### src/rtl/insn_sequencer.sv
// Multi-cycle FETCH/DECODE/EXEC/MEM/WB control sequencer for the RV32I core.
// Define CTRL_TRAP_EN to trap illegal instructions into HALT and expose the halted port.
module insn_sequencer (
    input  logic        clk,
    input  logic        reset,
    input  logic [31:0] insn,
    input  logic        EQ,
    input  logic        LS,
    input  logic        LU,
    input  logic        mem_ready,
    output logic        mem_req,
    output logic        mem_we,
    output logic        mem_addr_sel,
    output logic        ir_en,
    output logic        pc_en,
    output logic        pc_alu_sel,
    output logic        pc_jalr,
    output logic        reg_we,
    output logic [2:0]  state
`ifdef CTRL_TRAP_EN
    ,
    output logic        halted
`endif
);

    typedef enum logic [2:0] {
        S_FETCH  = 3'd0,
        S_DECODE = 3'd1,
        S_EXEC   = 3'd2,
        S_MEM    = 3'd3,
        S_WB     = 3'd4,
        S_HALT   = 3'd5
    } state_t;

    localparam logic [6:0] OPC_LUI    = 7'b0110111;
    localparam logic [6:0] OPC_AUIPC  = 7'b0010111;
    localparam logic [6:0] OPC_JAL    = 7'b1101111;
    localparam logic [6:0] OPC_JALR   = 7'b1100111;
    localparam logic [6:0] OPC_BRANCH = 7'b1100011;
    localparam logic [6:0] OPC_LOAD   = 7'b0000011;
    localparam logic [6:0] OPC_STORE  = 7'b0100011;
    localparam logic [6:0] OPC_OPIMM  = 7'b0010011;
    localparam logic [6:0] OPC_OP     = 7'b0110011;
    localparam logic [6:0] OPC_FENCE  = 7'b0001111;
    localparam logic [6:0] OPC_SYSTEM = 7'b1110011;

    state_t state_q, state_d;

    logic [6:0] opcode;
    logic [2:0] funct3;
    logic       is_branch, is_load, is_store, is_jal, is_jalr, is_nop, is_alu;
    logic       branch_f3_ok, branch_taken, exec_illegal;
    logic       unused_insn_bits;

    assign opcode = insn[6:0];
    assign funct3 = insn[14:12];

    // Register fields are consumed by the datapath decoders, not here.
    assign unused_insn_bits = ^{insn[31:15], insn[11:7]};

    assign is_branch = (opcode == OPC_BRANCH);
    assign is_load   = (opcode == OPC_LOAD);
    assign is_store  = (opcode == OPC_STORE);
    assign is_jal    = (opcode == OPC_JAL);
    assign is_jalr   = (opcode == OPC_JALR);
    assign is_nop    = (opcode == OPC_FENCE) || (opcode == OPC_SYSTEM);
    assign is_alu    = (opcode == OPC_LUI) || (opcode == OPC_AUIPC) ||
                       (opcode == OPC_OP)  || (opcode == OPC_OPIMM);

    always_comb begin
        branch_f3_ok = 1'b1;
        branch_taken = 1'b0;
        case (funct3)
            3'b000:  branch_taken = EQ;
            3'b001:  branch_taken = !EQ;
            3'b100:  branch_taken = LS;
            3'b101:  branch_taken = !LS;
            3'b110:  branch_taken = LU;
            3'b111:  branch_taken = !LU;
            default: branch_f3_ok = 1'b0;
        endcase
    end

    assign exec_illegal = !(is_branch || is_load || is_store || is_jal ||
                            is_jalr || is_nop || is_alu) ||
                          (is_branch && !branch_f3_ok);

    always_ff @(posedge clk) begin
        if (reset) begin
            state_q <= S_FETCH;
        end else begin
            state_q <= state_d;
        end
    end

    // Every strobe is gated off while reset is asserted, whatever the state register holds.
    always_comb begin
        state_d      = state_q;
        mem_req      = 1'b0;
        mem_we       = 1'b0;
        mem_addr_sel = 1'b0;
        ir_en        = 1'b0;
        pc_en        = 1'b0;
        pc_alu_sel   = 1'b0;
        pc_jalr      = 1'b0;
        reg_we       = 1'b0;
`ifdef CTRL_TRAP_EN
        halted       = 1'b0;
`endif
        if (!reset) begin
            case (state_q)
                S_FETCH: begin
                    mem_req = 1'b1;
                    if (mem_ready) begin
                        ir_en   = 1'b1;
                        state_d = S_DECODE;
                    end
                end
                S_DECODE: begin
                    state_d = S_EXEC;
                end
                S_EXEC: begin
                    if (exec_illegal) begin
`ifdef CTRL_TRAP_EN
                        state_d = S_HALT;
`else
                        pc_en   = 1'b1;
                        state_d = S_FETCH;
`endif
                    end else if (is_branch) begin
                        pc_en      = 1'b1;
                        pc_alu_sel = branch_taken;
                        state_d    = S_FETCH;
                    end else if (is_load || is_store) begin
                        state_d = S_MEM;
                    end else if (is_nop) begin
                        pc_en   = 1'b1;
                        state_d = S_FETCH;
                    end else begin
                        state_d = S_WB;
                    end
                end
                S_MEM: begin
                    mem_req      = 1'b1;
                    mem_addr_sel = 1'b1;
                    mem_we       = is_store;
                    if (mem_ready) begin
                        if (is_store) begin
                            pc_en   = 1'b1;
                            state_d = S_FETCH;
                        end else begin
                            state_d = S_WB;
                        end
                    end
                end
                S_WB: begin
                    reg_we     = 1'b1;
                    pc_en      = 1'b1;
                    pc_alu_sel = is_jal || is_jalr;
                    pc_jalr    = is_jalr;
                    state_d    = S_FETCH;
                end
                S_HALT: begin
`ifdef CTRL_TRAP_EN
                    halted = 1'b1;
`else
                    state_d = S_FETCH;
`endif
                end
                default: begin
                    state_d = S_FETCH;
                end
            endcase
        end
    end

    assign state = state_q;

endmodule

### config.mk
export PLATFORM = sky130hd
export DESIGN_NAME = insn_sequencer
export DESIGN_NICKNAME = d
export VERILOG_FILES = /design/src/rtl/insn_sequencer.sv
export SDC_FILE = /design/constraint.sdc
export NUM_CORES = 1
export LEC_CHECK = 0
export CAP_MARGIN = 20
export CELL_PAD_IN_SITES_DETAIL_PLACEMENT = 0
export CELL_PAD_IN_SITES_GLOBAL_PLACEMENT = 1
export CORE_UTILIZATION = 13
export CTS_CLUSTER_SIZE = 8
export DETAILED_ROUTE_END_ITERATION = 10
export PLACE_DENSITY = 0.82
export SYNTH_ARGS = -nofsm -noshare
export SYNTH_HDL_FRONTEND = slang
export SYNTH_SLANG_ARGS = --single-unit
### constraint.sdc
create_clock -name clk -period 1.47 [get_ports clk]
set_input_delay 0.2205 -clock clk [delete_from_list [all_inputs] [get_ports clk]]
set_output_delay 0.2205 -clock clk [all_outputs]
set_load 0.02 [all_outputs]
==> results by group, run 1 <==
Floorplan
  – Top Ports: 49
  – Initial Util: 0.141
  – Core area: 0.00252 mm²
  – Die Area: 0.00295 mm²
  – Rows: 18
  – Die span in x: 54.3 µm
  – Die Height: 54.3 µm

Route
  – First drt pass iteration count: 4
  – Post-DRT Antenna Nets: 0
  – DR DRC count: 0
  – 1st-iter DRT viols: 1
  – Detailed-route via count: 588
  – Via density: 4.39
  – DRT Wirelength: 1460 µm
  – WL/cell: 10.9 µm

Clock network
  – Clk sinks: 3
  – Clock tree buffer depth: 2
  – # hold bufs at CTS: 0
  – Clk slew on worst S/H paths: 40 ps
  – Root buffer cell: clkbuf_4
  – CTS tree: yes
  – CTS Buf Count: 3
  – Htree depth: 1
  – Clk_lat worst skew: 230 ps

STA
  – Setup WS post-layout: -209 ps
  – Worst slew pin tran: 258 ps
  – Hold slack: 441 ps
  – Final Cycle Share: 1.14
  – Setup tns final: -417 ps
  – Final hold vios: 0
  – Max Slew Vio Count: 0
  – Fmax achieved: 0.596 GHz
  – Max-Slew Margin vs Limit: 0.828
  – RSZ-0062 raised after global routing: yes
  – Layout Skew: 4.27 ps
  – Final min period: 1680 ps
  – Final setup viols: 3

Setup path
  – Worst EP required: 1250 ps
  – Reg2reg start: state[1]$_SDFFE_PP0P_
  – Critical Path End Type: primary output
  – Critical Path Most Common Cell: buf_6
  – Critical path type: in2out
  – Worst path cell trace: buf_6, nor4_4, nand4_1, or3_4, a31oi_4, buf_6
  – R2r setup slk: 240 ps
  – Reg2Reg Depth: 4
  – Setup crit start kind: primary input
  – Delay of the slowest critical-path stage: 410 ps
  – CP Buf/Inv Count: 2
  – CP max-delay cell: or3_4
  – Worst r2r dst: state[0]$_SDFFE_PP0P_
  – Crit-path leading delay family: simple AND/OR/NAND/NOR gates
  – Worst Path Arrival: 1460 ps
  – Max FO, Critical Path: 2

Yosys
  – Cells after Synth: 53
  – Post-synth ARST share: 0
  – Post-synth top area share: 0.169
  – Sequential share of the synthesized area: 0.169
  – Yosys warns: 0
  – Syn Area/Cell: 6.70 µm²
  – Number of synthesized flops with an enable pin: 0
  – Cell area after synthesis: 355 µm²
  – Post-synthesis cell type count: 27
  – Area leader, netlist: dfxtp_1
  – FF+latch count, synth: 3
  – Largest cells by area after synthesis: dfxtp_1 17%, nand2_1 7.4%, nor2_1 7.4%
  – Most used DFF post-synth: dfxtp_1
  – Top cells by count, synth: 7 x nand2_1, 7 x nor2_1, 5 x a21oi_1
  – Syn nets: 91

Global route
  – Met1 GRT Util: 0.115
  – Pin count of the biggest net entering global routing: 7
  – Grt met2 use: 0.205
  – GRT overflow: 0
  – Vias in the first global route: 571
  – Number of antenna violations at the first check in global routing: 0
  – First-pass GRT wire length: 2350 µm
  – GRT Util Overall: 0.109
  – Grt met3 use: 0.0250
  – GRT Max-Usage Layer: met2

Placement
  – Area post-placement: 832 µm²
  – I/O Buffers: 26
  – HPWL after DPL: 1140 µm
  – RePlAce Congestion: 0.844
  – Placement Setup Slack: -1070 ps

Hold path
  – Hold Startpoint: mem_ready
  – Endpoint, Worst Hold: state[1]$_SDFFE_PP0P_
  – Worst hold path class: in2reg
  – Hold depth: 4

Final layout
  – Nets: 143
  – Layout cell share with drive strength beyond 1: 0.519
  – Fin area: 937 µm²
  – Diodes inserted: 0
  – Area delta synth->final: 164%
  – Max FFs per register: 3

Pwr
  – Sequential fraction of design power: 0.212
  – Power, Total: 0.405 mW
  – Pwr/cell area: 432 mW/mm²
  – P_int: 0.281 mW
  – Comb power frac: 0.426
  – Sw frac: 0.306
  – Leak: 0.407 nW
  – Worst VDD drop: 189 µV
  – Switching power: 0.124 mW
  – Clock share of power: 0.362

Status
  – Failing checks: negative setup slack
  – Status: complete, but fails checks

Job
  – Maxcap violations: 0
## cells by family after synthesis
| kind of cell | synth area share |
|---|---|
| AOI/OAI and AO/OA | 0.225 |
| xor gates and xnor gates | 0.0986 |
| buffers and inverters | 0.0106 |
| DFF | 0.169 |
| and+or+nand+nor | 0.497 |
## routing by layer
| metal | up-vias | wire length [µm] |
|---|---|---|
| met4 | 0 | 0 |
| met2 | 18 | 837 |
| met5 | - | 0 |
| li1 | 298 | - |
| met3 | 0 | 71 |
| met1 | 272 | 553 |
## tightest hold or removal path: cells and delay by family
| kind | cells | cell delay [ps] |
|---|---|---|
| buffers and inverters | 2 | 260 |
| AOI/OAI and AO/OA | 2 | 160 |
## stage by stage
stage	util	instances
final	0.372	134
after detailed placement	0.330	127
after global routing	0.372	134
after floorplan	-	53
after CTS	0.355	133
after global placement	0.330	127
## cell usage in the layout, fill, tap and decap left out, drive strengths merged
cell type	netlist	routed
a21o	1	1
nor4b	1	1
nand3	2	2
nor4	1	1
clkbuf	0	4
inv	1	1
buf	0	32
and4b	1	1
nand2b	1	1
o2bb2ai	1	1
a21boi	1	1
or2b	1	1
dlymetal6s2s	0	1
nand3b	1	1
dlygate4sd2	0	5
xor2	2	2
a31oi	1	1
clkdlybuf4s15	0	3
nand2	7	7
and3	2	2
xnor2	2	2
or3b	1	1
nor3b	1	1
nor3	4	4
clkdlybuf4s50	0	6
o21bai	1	1
or3	1	1
o31ai	1	1
nand4	1	1
o21ai	2	2
dfxtp	3	3
nor2	7	7
a21oi	5	5
## how the worst max path moves through the flow
stage | from | endpoint | slack [ps] | cells past startpoint
2_1_floorplan | insn[4] | pc_en | 7 | 4
3_3_place_gp | insn[4] | pc_en | -1010 | 6
3_5_place_dp | insn[4] | pc_en | -1070 | 6
4_1_cts | insn[3] | pc_en | -260 | 6
5_1_grt | insn[6] | pc_en | -260 | 6
6_report | insn[6] | pc_en | -210 | 6
## final cells by class
class                      count  area (µm²)
multi-input combinational     49         389
timing repair buffer          47         414
fill                         273        1590
inverter                       1        3.75
tap                           30        37.5
clock buffer                   4        26.3
sequential                     3        66.3
## power by group through the flow
| stage | clock (mW) | sequential (mW) | combinational [mW] |
|---|---|---|---|
| after detailed placement | 0 | 0.0867 | 0.159 |
| after global placement | 0 | 0.0865 | 0.156 |
| after floorplan | 0 | 0.0937 | 0.0451 |
| after CTS | 0.149 | 0.0861 | 0.168 |
| final | 0.147 | 0.0859 | 0.172 |
| after global routing | 0.150 | 0.0863 | 0.186 |
## what timing repair did
item                                    CTS  global route
pin swaps                                11             8
endpoints found under the setup margin   11             6
buffers inserted                          2             2
resized for setup                        80             9
endpoints found under the hold margin     0             0
No activity file was read; power rests on OpenSTA's default activity.
==> inputs of run 2 (changes only) <==
Settings changed: GPL_TIMING_DRIVEN set to 1, PLACE_DENSITY 0.82 to unset, PLACE_DENSITY_LB_ADDON set to 0.3.
==> run 2 against run 1 <==
Against the previous run: the run still ends with negative setup slack left; final area increased by 5.7%; critical path depth is 2 lower; power rose by 2.9%; count of clock-buffer cells in the layout is the same; first-iteration DRC count grew to 11 times the previous value; sequential power about the same; routed wire length rose by 9.0%; highest routed layer is now met4.
==> results by group, run 2 (synthesized netlist as in run 1, its figures left out) <==
Clock network
  – Clk slew on worst S/H paths: 40 ps (about the same)
  – CTS Buf Count: 3 (unchanged)
  – Clk sinks: 3 (unchanged)
  – CTS tree: yes (unchanged)
  – Root buffer cell: clkbuf_4 (unchanged)
  – Clock tree buffer depth: 2 (unchanged)
  – # hold bufs at CTS: 0 (unchanged)
  – Htree depth: 1 (unchanged)
  – Clk_lat worst skew: 230 ps (about the same)

Route
  – WL/cell: 11.2 µm (was 10.9 µm)
  – Via density: 4.20 (was 4.39)
  – DRT Wirelength: 1590 µm (was 1460 µm)
  – Detailed-route via count: 597 (was 588)
  – DR DRC count: 0 (unchanged)
  – First drt pass iteration count: 4 (unchanged)
  – 1st-iter DRT viols: 11 (was 1)
  – Post-DRT Antenna Nets: 0 (unchanged)

Setup path
  – Critical Path End Type: primary output (unchanged)
  – Worst r2r dst: state[2]$_SDFFE_PP0P_ (was state[0]$_SDFFE_PP0P_)
  – Critical path type: reg2out (was in2out)
  – Max FO, Critical Path: 3 (was 2)
  – Critical Path End: pc_en (unchanged)
  – R2r setup slk: 250 ps (was 240 ps)
  – Worst EP required: 1250 ps (about the same)
  – Worst Path Arrival: 1450 ps (was 1460 ps)
  – Worst Setup SP: state[1]$_SDFFE_PP0P_ (was insn[6])
  – Reg2reg start: state[1]$_SDFFE_PP0P_ (unchanged)
  – Setup crit start kind: flop (was primary input)
  – Reg2Reg Depth: 4 (unchanged)

Pwr
  – Clock share of power: 0.348 (was 0.362)
  – Leak: 0.458 nW (was 0.407 nW)
  – Sw frac: 0.298 (was 0.306)
  – Worst VDD drop: 210 µV (was 189 µV)
  – Sequential fraction of design power: 0.207 (was 0.212)
  – P_int: 0.293 mW (was 0.281 mW)
  – Switching power: 0.124 mW (about the same)
  – Comb power frac: 0.446 (was 0.426)
  – Pwr/cell area: 421 mW/mm² (was 432 mW/mm²)

Final layout
  – Nets: 151 (was 143)
  – Area delta synth->final: 179% (was 164%)
  – Layout cell share with drive strength beyond 1: 0.545 (was 0.519)
  – Most frequent cells in the layout: 31 x buf_4, 8 x buf_6, 7 x nor2_1, 7 x clkdlybuf4s50_1, 7 x dlygate4sd2_1 (was 20 x buf_4, 9 x buf_6, 6 x nand2_1, 6 x clkdlybuf4s50_1)
  – Layout Utilization: 0.393 (was 0.372)
  – Diodes inserted: 0 (unchanged)
  – Fin area: 991 µm² (was 937 µm²)
  – Most common cell after layout, fill and taps aside: buf_4 (unchanged)
  – Max FFs per register: 3 (unchanged)

Global route
  – Vias in the first global route: 568 (was 571)
  – GRT overflow: 0 (unchanged)
  – Pin count of the biggest net entering global routing: 7 (unchanged)
  – GRT Util Overall: 0.114 (was 0.109)
  – First-pass GRT wire length: 2300 µm (was 2350 µm)
  – Number of antenna violations at the first check in global routing: 0 (unchanged)

STA
  – Max-Slew Margin vs Limit: 0.823 (was 0.828)
  – Worst slew pin tran: 263 ps (was 258 ps)
  – Final min period: 1670 ps (was 1680 ps)
  – Final Cycle Share: 1.14 (about the same)
  – Final setup viols: 5 (was 3)
  – Fmax achieved: 0.599 GHz (was 0.596 GHz)
  – RSZ-0062 raised after global routing: yes (unchanged)
  – Layout Skew: 5.63 ps (was 4.27 ps)
  – Setup WS post-layout: -200 ps (was -209 ps)
  – Max Slew Vio Count: 0 (unchanged)
  – Final hold vios: 0 (unchanged)

Job
  – Maxcap violations: 0 (unchanged)

Floorplan
  – Core area: 0.00252 mm² (unchanged)
  – Rows: 18 (unchanged)
  – Initial Util: 0.141 (unchanged)
  – Top Ports: 49 (unchanged)
  – Die Area: 0.00295 mm² (unchanged)
  – Die span in x: 54.3 µm (unchanged)
  – Die Height: 54.3 µm (unchanged)

Placement
  – Placement Setup Slack: -1050 ps (was -1070 ps)
  – I/O Buffers: 26 (unchanged)
  – RePlAce Congestion: 0.725 (was 0.844)
  – Area post-placement: 840 µm² (was 832 µm²)

Status
  – Status: complete, but fails checks (unchanged)
  – Failing checks: negative setup slack (unchanged)

Hold path
  – Worst hold path class: in2reg (unchanged)
==> run 2: how the worst min path moves through the flow <==
stage	from	slack, ps	endpoint	cells after the start
3_3_place_gp	state[0]$_SDFFE_PP0P_	640	state[2]$_SDFFE_PP0P_	4
4_1_cts	insn[4]	520	state[2]$_SDFFE_PP0P_	5
5_1_grt	insn[4]	550	state[2]$_SDFFE_PP0P_	5
6_report	insn[4]	500	state[2]$_SDFFE_PP0P_	5
3_5_place_dp	state[0]$_SDFFE_PP0P_	640	state[2]$_SDFFE_PP0P_	4
2_1_floorplan	mem_ready	390	state[1]$_SDFFE_PP0P_	2
==> run 2: worst max-delay path: stages, from the launching register on <==
cell and delay (ps):
dfxtp_4 340, or3b_4 390, o21bai_4 190, a31oi_4 160, buf_6 130
==> run 2: per-layer routing <==
| metal | GRT usage | part of all wire | up-vias |
|---|---|---|---|
| met1 | 0.111 | 0.41 | 270 |
| met4 | 0.0897 | 0.017 | 0 |
| met5 | 0 | 0 | - |
| met2 | 0.217 | 0.54 | 14 |
| met3 | 0.00833 | 0.033 | 2 |
| li1 | - | - | 311 |
==> run 2: what timing repair did <==
action,in CTS,in global routing
pin swaps,9,9
setup endpoints to repair,11,10
buffers inserted,9,4
gates resized for setup,81,9
==> run 2: layout make-up <==
cell class	count	area [µm²]
Multi-Input combinational cell	49	383
Clock buffer	4	26.3
Timing Repair Buffer	55	474
Sequential cell	3	66.3
Inverter	1	3.75
Tap cell	30	37.5
Fill cell	280	1530
==> run 2: stage by stage <==
stage          hold WS, ps  setup TNS, ps  cells  total power, mW
2_1_floorplan          387              0     53            0.139
3_3_place_gp           640          -4970    128            0.245
3_5_place_dp           641          -5050    128            0.246
4_1_cts                524           -743    141            0.410
5_1_grt                551           -953    142            0.450
6_report               496           -544    142            0.417
==> run 2: power by group through the flow <==
stage / logic, mW / clock network, mW / registers, mW
2_1_floorplan: 0.0451 / 0 / 0.0937
3_3_place_gp: 0.159 / 0 / 0.0867
3_5_place_dp: 0.160 / 0 / 0.0868
4_1_cts: 0.170 / 0.154 / 0.0858
5_1_grt: 0.199 / 0.165 / 0.0863
6_report: 0.186 / 0.145 / 0.0861
